[config.mk]
export PLATFORM = sky130hd
export DESIGN_NAME = present_enc_ctrl
export DESIGN_NICKNAME = d
export VERILOG_FILES = /design/src/rtl/present_enc_ctrl_pkg.sv /design/src/rtl/present_key_update.sv /design/src/rtl/round.sv /design/src/rtl/present_enc_ctrl.sv
export SDC_FILE = /design/constraint.sdc
export NUM_CORES = 1
export LEC_CHECK = 0
export BUFFER_PORTS_ARGS = -buffer_cell sky130_fd_sc_hd__buf_4
export CAP_MARGIN = 0
export CELL_PAD_IN_SITES_DETAIL_PLACEMENT = 1
export CELL_PAD_IN_SITES_GLOBAL_PLACEMENT = 1
export CORE_ASPECT_RATIO = 1.5
export CORE_UTILIZATION = 46
export CTS_BUF_LIST = sky130_fd_sc_hd__clkbuf_8
export DETAILED_ROUTE_END_ITERATION = 10
export PLACE_DENSITY_LB_ADDON = 0.1
export SLEW_MARGIN = 15
export SYNTH_ARGS = -nofsm -noshare
export SYNTH_HDL_FRONTEND = slang
export SYNTH_SLANG_ARGS = --single-unit
export TNS_END_PERCENT = 20
[constraint.sdc]
create_clock -name clk -period 7.55 [get_ports clk]
set_input_delay 1.1325 -clock clk [delete_from_list [all_inputs] [get_ports clk]]
set_output_delay 1.1325 -clock clk [all_outputs]
set_load 0.1 [all_outputs]
[src/rtl/present_enc_ctrl_pkg.sv]
// Shared types, widths and the PRESENT 4-bit S-box for the PRESENT-80 encryption controller.
package present_pkg;

    localparam int unsigned STATE_W = 64;
    localparam int unsigned KEY_W   = 80;
    localparam int unsigned CNT_W   = 5;

    localparam logic [3:0] SBOX [16] = '{
        4'hC, 4'h5, 4'h6, 4'hB, 4'h9, 4'h0, 4'hA, 4'hD,
        4'h3, 4'hE, 4'hF, 4'h8, 4'h4, 4'h7, 4'h1, 4'h2
    };

    typedef enum logic [1:0] {
        IDLE,
        RUN,
        DONE
    } state_e;

    function automatic logic [3:0] sbox(input logic [3:0] v);
        return SBOX[v];
    endfunction

endpackage

[src/rtl/present_key_update.sv]
// PRESENT-80 key schedule step: rotate left 61, S-box the top nibble, XOR counter into bits 19:15.
module present_key_update
    import present_pkg::*;
(
    input  logic [KEY_W-1:0] k,
    input  logic [CNT_W-1:0] i,
    output logic [KEY_W-1:0] k_next
);

    logic [KEY_W-1:0] rot;

    always_comb begin
        rot            = {k[18:0], k[79:19]};
        k_next         = rot;
        k_next[79:76]  = sbox(rot[79:76]);
        k_next[19:15]  = rot[19:15] ^ i;
    end

endmodule

[src/rtl/round.sv]
// One combinational PRESENT round: add round key (k[79:16]), S-layer, then P-layer.
module round
    import present_pkg::*;
(
    input  logic [STATE_W-1:0] x,
    input  logic [KEY_W-1:0]   k,
    output logic [STATE_W-1:0] r
);

    logic [STATE_W-1:0] t;
    logic [STATE_W-1:0] sl;
    logic               unused_k;

    assign unused_k = ^k[15:0];

    always_comb begin
        t  = x ^ k[79:16];
        sl = '0;
        for (int unsigned n = 0; n < 16; n++) begin
            sl[4*n +: 4] = sbox(t[4*n +: 4]);
        end
        // Bit b moves to 16*b mod 63; bit 63 is fixed.
        r = '0;
        for (int unsigned b = 0; b < 63; b++) begin
            r[(b*16) % 63] = sl[b];
        end
        r[63] = sl[63];
    end

endmodule

[src/rtl/present_enc_ctrl.sv]
// Iterative PRESENT-80 encryption controller with 4-phase req/ack handshake.
// Optional: PRESENT_ENC_CTRL_ZEROISE_EN clears s, kr and r on the DONE->IDLE transition.
module present_enc_ctrl
    import present_pkg::*;
#(
    parameter int unsigned ROUNDS = 31
) (
    input  logic                clk,
    input  logic                rst,
    input  logic                req,
    input  logic [STATE_W-1:0]  x,
    input  logic [KEY_W-1:0]    k,
    output logic                busy,
    output logic                ack,
    output logic [STATE_W-1:0]  r
);

    state_e             state_q, state_d;
    logic [STATE_W-1:0] s_q, s_d;
    logic [KEY_W-1:0]   kr_q, kr_d;
    logic [CNT_W-1:0]   i_q, i_d;
    logic               busy_q, busy_d;
    logic               ack_q, ack_d;
    logic [STATE_W-1:0] r_q, r_d;

    logic [STATE_W-1:0] round_out;
    logic [KEY_W-1:0]   kupd_out;

    round u_round (
        .x (s_q),
        .k (kr_q),
        .r (round_out)
    );

    present_key_update u_key_update (
        .k      (kr_q),
        .i      (i_q),
        .k_next (kupd_out)
    );

    always_ff @(posedge clk or posedge rst) begin
        if (rst) begin
            state_q <= IDLE;
            s_q     <= '0;
            kr_q    <= '0;
            i_q     <= '0;
            busy_q  <= 1'b0;
            ack_q   <= 1'b0;
            r_q     <= '0;
        end else begin
            state_q <= state_d;
            s_q     <= s_d;
            kr_q    <= kr_d;
            i_q     <= i_d;
            busy_q  <= busy_d;
            ack_q   <= ack_d;
            r_q     <= r_d;
        end
    end

    always_comb begin
        state_d = state_q;
        s_d     = s_q;
        kr_d    = kr_q;
        i_d     = i_q;
        busy_d  = busy_q;
        ack_d   = ack_q;
        r_d     = r_q;
        case (state_q)
            IDLE: begin
                if (req) begin
                    s_d     = x;
                    kr_d    = k;
                    i_d     = CNT_W'(1);
                    busy_d  = 1'b1;
                    state_d = RUN;
                end
            end
            RUN: begin
                s_d  = round_out;
                kr_d = kupd_out;
                i_d  = i_q + CNT_W'(1);
                // Last round: fold in the whitening key produced by this same step.
                if (i_q == CNT_W'(ROUNDS)) begin
                    r_d     = round_out ^ kupd_out[79:16];
                    busy_d  = 1'b0;
                    ack_d   = 1'b1;
                    state_d = DONE;
                end
            end
            DONE: begin
                if (!req) begin
                    ack_d   = 1'b0;
                    state_d = IDLE;
`ifdef PRESENT_ENC_CTRL_ZEROISE_EN
                    s_d     = '0;
                    kr_d    = '0;
                    r_d     = '0;
`else
`endif
                end
            end
            default: state_d = IDLE;
        endcase
    end

    assign busy = busy_q;
    assign ack  = ack_q;
    assign r    = r_q;

endmodule

# == Yosys cells after proc, flatten, opt, wreduce, memory -nomap -nowiden ==
# Memories as Yosys holds them, arrays and structs flattened.
# Cells that the tools add are included.
# word_totals
ff_bits,217
mem_bits_ro,1088
input_bits,147
elab_cells,126
memories,17
# op_classes
addsub,1
magnitude_cmp,17
n_eq_ne,6
mux,50
bitwise_logic,20
n_reduce_logical,8
# mem_list
memory,words,width,rd,rd_ports_with_merged_regs,wr,line,text
(name not given),16,4,1,0,0,present_enc_ctrl_pkg.sv:20,return SBOX[v];
(name not given),16,4,1,0,0,present_enc_ctrl_pkg.sv:20,
(name not given),16,4,1,0,0,present_enc_ctrl_pkg.sv:20,
(name not given),16,4,1,0,0,present_enc_ctrl_pkg.sv:20,
(name not given),16,4,1,0,0,present_enc_ctrl_pkg.sv:20,
(name not given),16,4,1,0,0,present_enc_ctrl_pkg.sv:20,
11 more memories,--,--,--,--,--,--,
# ops
cell,count
$pmux W80 S2,1
$mux W4,34
$pmux W64 S2,1
$xor A64 B64 Y64,2
$ge A5 B5 Y1 const B,17
$not A4 Y5,17
$mux W80,1
$mux W64,1
$pmux W5 S2,1
$reduce_and A3 Y1,3
$mux W2,3
$ne A2 B2 Y1 const B,3
$pmux W2 S3,1
$add A5 B1 Y5 const B,1
$eq A5 B5 Y1 const B,1
$mux W5,1
$xor A5 B5 Y5,1
$mux W1,4
$pmux W1 S2,2
$reduce_and A2 Y1,2
$reduce_bool A2 Y1,2
$eq A2 B1 Y1 const B,1
$eq A2 B2 Y1 const B,1
$logic_not A2 Y1,1

# == Longest topological paths before layout ==
# logic_depth
depth_word,6
ltp_mapped,9
ltp_nobuf,7

# == Modules after synthesis ==
# A second synthesis with hierarchy kept.
# hier_totals
hier_cells,1450
area_unflattened_um2,14015.9
# by_module_without_submodules
mod,instances,cells_per_inst,area_per_inst_um2,seq_area_each_um2
present_enc_ctrl,1,1028,10074.7,5430.2
round,1,328,3179.3,0.0
present_key_update,1,94,762.0,0.0

# == Worst setup path before layout ==
# OpenSTA, ideal clock, no wires.
# synth_path
kind,input port to flip-flop
start,input port req
end,register s_q[63]
t_arrival_ns,2.226
slack_ns,5.246
cell_stages,7
path_cell_list,clkbuf_1 > nor2b_1 > buf_2 > buf_1 > nand2_1 > and3_1 > a21oi_1
# synth_between
elab_chain_len,2
# synth_rtl
element,line,text
start: declaration,present_enc_ctrl.sv:10,"input logic req,"
$ne A2 B2 Y1 (no line),--,
$reduce_and A2 Y1 (no line),--,
end signal: assignment,present_enc_ctrl.sv:44,s_q <= '0;
end signal: assignment,present_enc_ctrl.sv:52,s_q <= s_d;
end: declaration,present_enc_ctrl.sv:19,"logic [STATE_W-1:0] s_q, s_d;"
# Every way passes these cells.
# A chain may end at the register's enable or synchronous reset.

# == Worst setup path after layout ==
# layout_path
start,input port req
end,register s_q[62]
# Same word-level chain as after synthesis.

==> results.yml <==
worst_setup_path:
  r2r_slack_ns: 4.59
  cp.arrival_ns: 3.70
  endpoint_kind: "flop"
  crit_type: "in -> reg"
  crit_fanout: 88
  crit_end: "s_q[62]$_DFFE_PP0P_"
  required_ns: 7.94
  ff2ff_path_depth: 6
  startpoint: "req"
  critPathLaunchType: "input port"
  r2r_start: "state_q[1]$_DFFE_PP0P_"
  rr_endpoint: "s_q[62]$_DFFE_PP0P_"
clocking:
  cts_hold_buffers: 0
  cts.path.max_buffers: 3
  clock-sinks: 217
  cts_max_level: 2
  cts_buffers: 37
  clkTransAtPathRegs_ns: 0.06
  clk_latency_ns: 0.56
  post_cts_buffers: 0
  cts_resized: 0
  cts-root-buf: "clkbuf_8"
  cts_tree: "yes"
timing:
  hold_slack_ns: 0.479
  period_needed_ns: 3.30
  skew_ns: 0.0167
  clock.fmax_mhz: 303
  setup_violations: 0
  slew_violations: 0
  min_period_over_period: 0.438
  hold_viol_final: 0
  final.setup.tns_ns: 0
  slew_headroom: 0.240
  worstMarginPinSlew_ns: 1.14
  rsz0062_at_grt: "false"
die:
  die_h_um: 210
  dieArea_um2: 29600
  num_rows: 75
  initial_core_util: 0.471
  core_area_um2: 28200
  ios: 213
  dieWidth_um: 141
global_route:
  grt_max_degree: 96
  antenna_found_initial: 0
  grt_usage: 0.333
  grt_pass1_wl_um: 73500
  grt_pass1_vias: 12400
  overflow: 0
logic_synthesis:
  syn-mean-instance-area_um2: 9.72
  syn_inst: 1370
  ys_types: 33
  ys_seq_elements: 217
  yosys_warnings: 0
  yosysSeqAreaShare: 0.408
  syn_area_um2: 13300
  synth_fp_nets: 1621
drt:
  vias: 11600
  avgViaCountPerCell: 5.97
  drt_iter0_drc: 596
  ant_nets: 0
  drcViolationCount: 0
  wire_per_inst_um: 24.9
  drt_wl_total_um: 48400
  first_pass_iters: 6
placed_design:
  portBuffers: 212
  dp.final_hpwl_um: 34800
  dp_cells: 1890
  gp_congestion: 0.881
  placedInstanceArea_um2: 15200
layout:
  fin_area_um2: 15800
  layout.nets: 1795
  areaGrowthSynthToFinish_pct: 18.6
  final_common_cell: "buf_4"
  instances_no_fill: 1946
  insertedDiodeCount: 0
  drive_gt1_frac: 0.208
  final_cell_mix: "buf_4, dfrtp_1, nand2_1"
outcome:
  status: "finished clean"
job:
  cap_violations: 0
min_path:
  hp-class: "reg -> reg"
## through the flow
stage,setup slack (ns),utilization
after global routing,4.14,0.559
final,4.25,0.559
after detailed placement,3.73,0.537
after floorplan,0.481,-
after CTS,4.32,0.559
after global placement,3.81,0.537
## per-layer routing
layer	track usage	routed length, um	vias to the layer above
met5	0	0	-
met2	0.565	23800	433
met1	0.393	18600	5861
met4	0.226	3650	0
met3	0.0418	2370	157
li1	-	-	5174
## kinds of logic after synthesis
kind of cell / Yosys count / share of synthesized area
AO/OA/AOI/OAI: 422 / 0.180
AND/OR/NAND/NOR: 264 / 0.0820
flip-flops: 217 / 0.408
buffers and inverters: 161 / 0.0472
XOR/XNOR: 133 / 0.0996
adder cells (fa/ha/maj): 104 / 0.0977
multiplexers: 69 / 0.0856
## state kept, by name, summed over array words and instances (netlist names)
register / cells
kr_q: 80
r: 64
s_q: 64
i_q: 5
state_q: 2
ack: 1
busy: 1
## cell usage after synthesis (all sizes together)
library cell,count,area share
a211oi,1,0.00056
a21oi,144,0.054
a22o,3,0.0020
a22oi,1,0.00056
a31oi,23,0.011
and3,30,0.014
buf,29,0.010
clkbuf,58,0.016
dfrtp,217,0.41
ha,104,0.098
inv,74,0.021
mux2,2,0.0017
mux2i,34,0.026
mux4,33,0.058
nand2,181,0.051
nand3,2,0.00075
nor2,35,0.010
nor2b,1,0.00047
nor3,15,0.0056
o21ai,77,0.029
o22a,9,0.0059
o22ai,164,0.077
xnor2,70,0.051
xor2,63,0.049
## worst min-delay path by stage
stage	from	end	slack, ns	cells past startpoint
CTS	r[41]$_DFFE_PP0P_	r[41]$_DFFE_PP0P_	0.49	2
global placement	r[38]$_DFFE_PP0P_	r[38]$_DFFE_PP0P_	0.47	2
global route	r[63]$_DFFE_PP0P_	r[63]$_DFFE_PP0P_	0.51	2
floorplan	i_q[3]$_DFFE_PP0P_	i_q[3]$_DFFE_PP0P_	0.53	2
finish	r[41]$_DFFE_PP0P_	r[41]$_DFFE_PP0P_	0.48	2
detailed placement	r[41]$_DFFE_PP0P_	r[41]$_DFFE_PP0P_	0.47	2
## critical path, cell delays in order
cell and delay [ns]:
buf_4 0.33, nand2_4 0.58, buf_4 0.86, nand2_1 0.38
o22ai_1 0.24, a21oi_1 0.07
## cell type report
| type | count | area (um2) |
|---|---|---|
| clock buffer | 42 | 578 |
| clock inverter | 14 | 63.8 |
| fill | 3261 | 12400 |
| inverter | 74 | 285 |
| multi-input combinational | 992 | 7290 |
| sequential | 217 | 5430 |
| tap | 385 | 482 |
| timing repair buffer | 222 | 1670 |
Power is not shown: default switching activity piles up to over one toggle a cycle in this logic, so the estimate is an artifact.
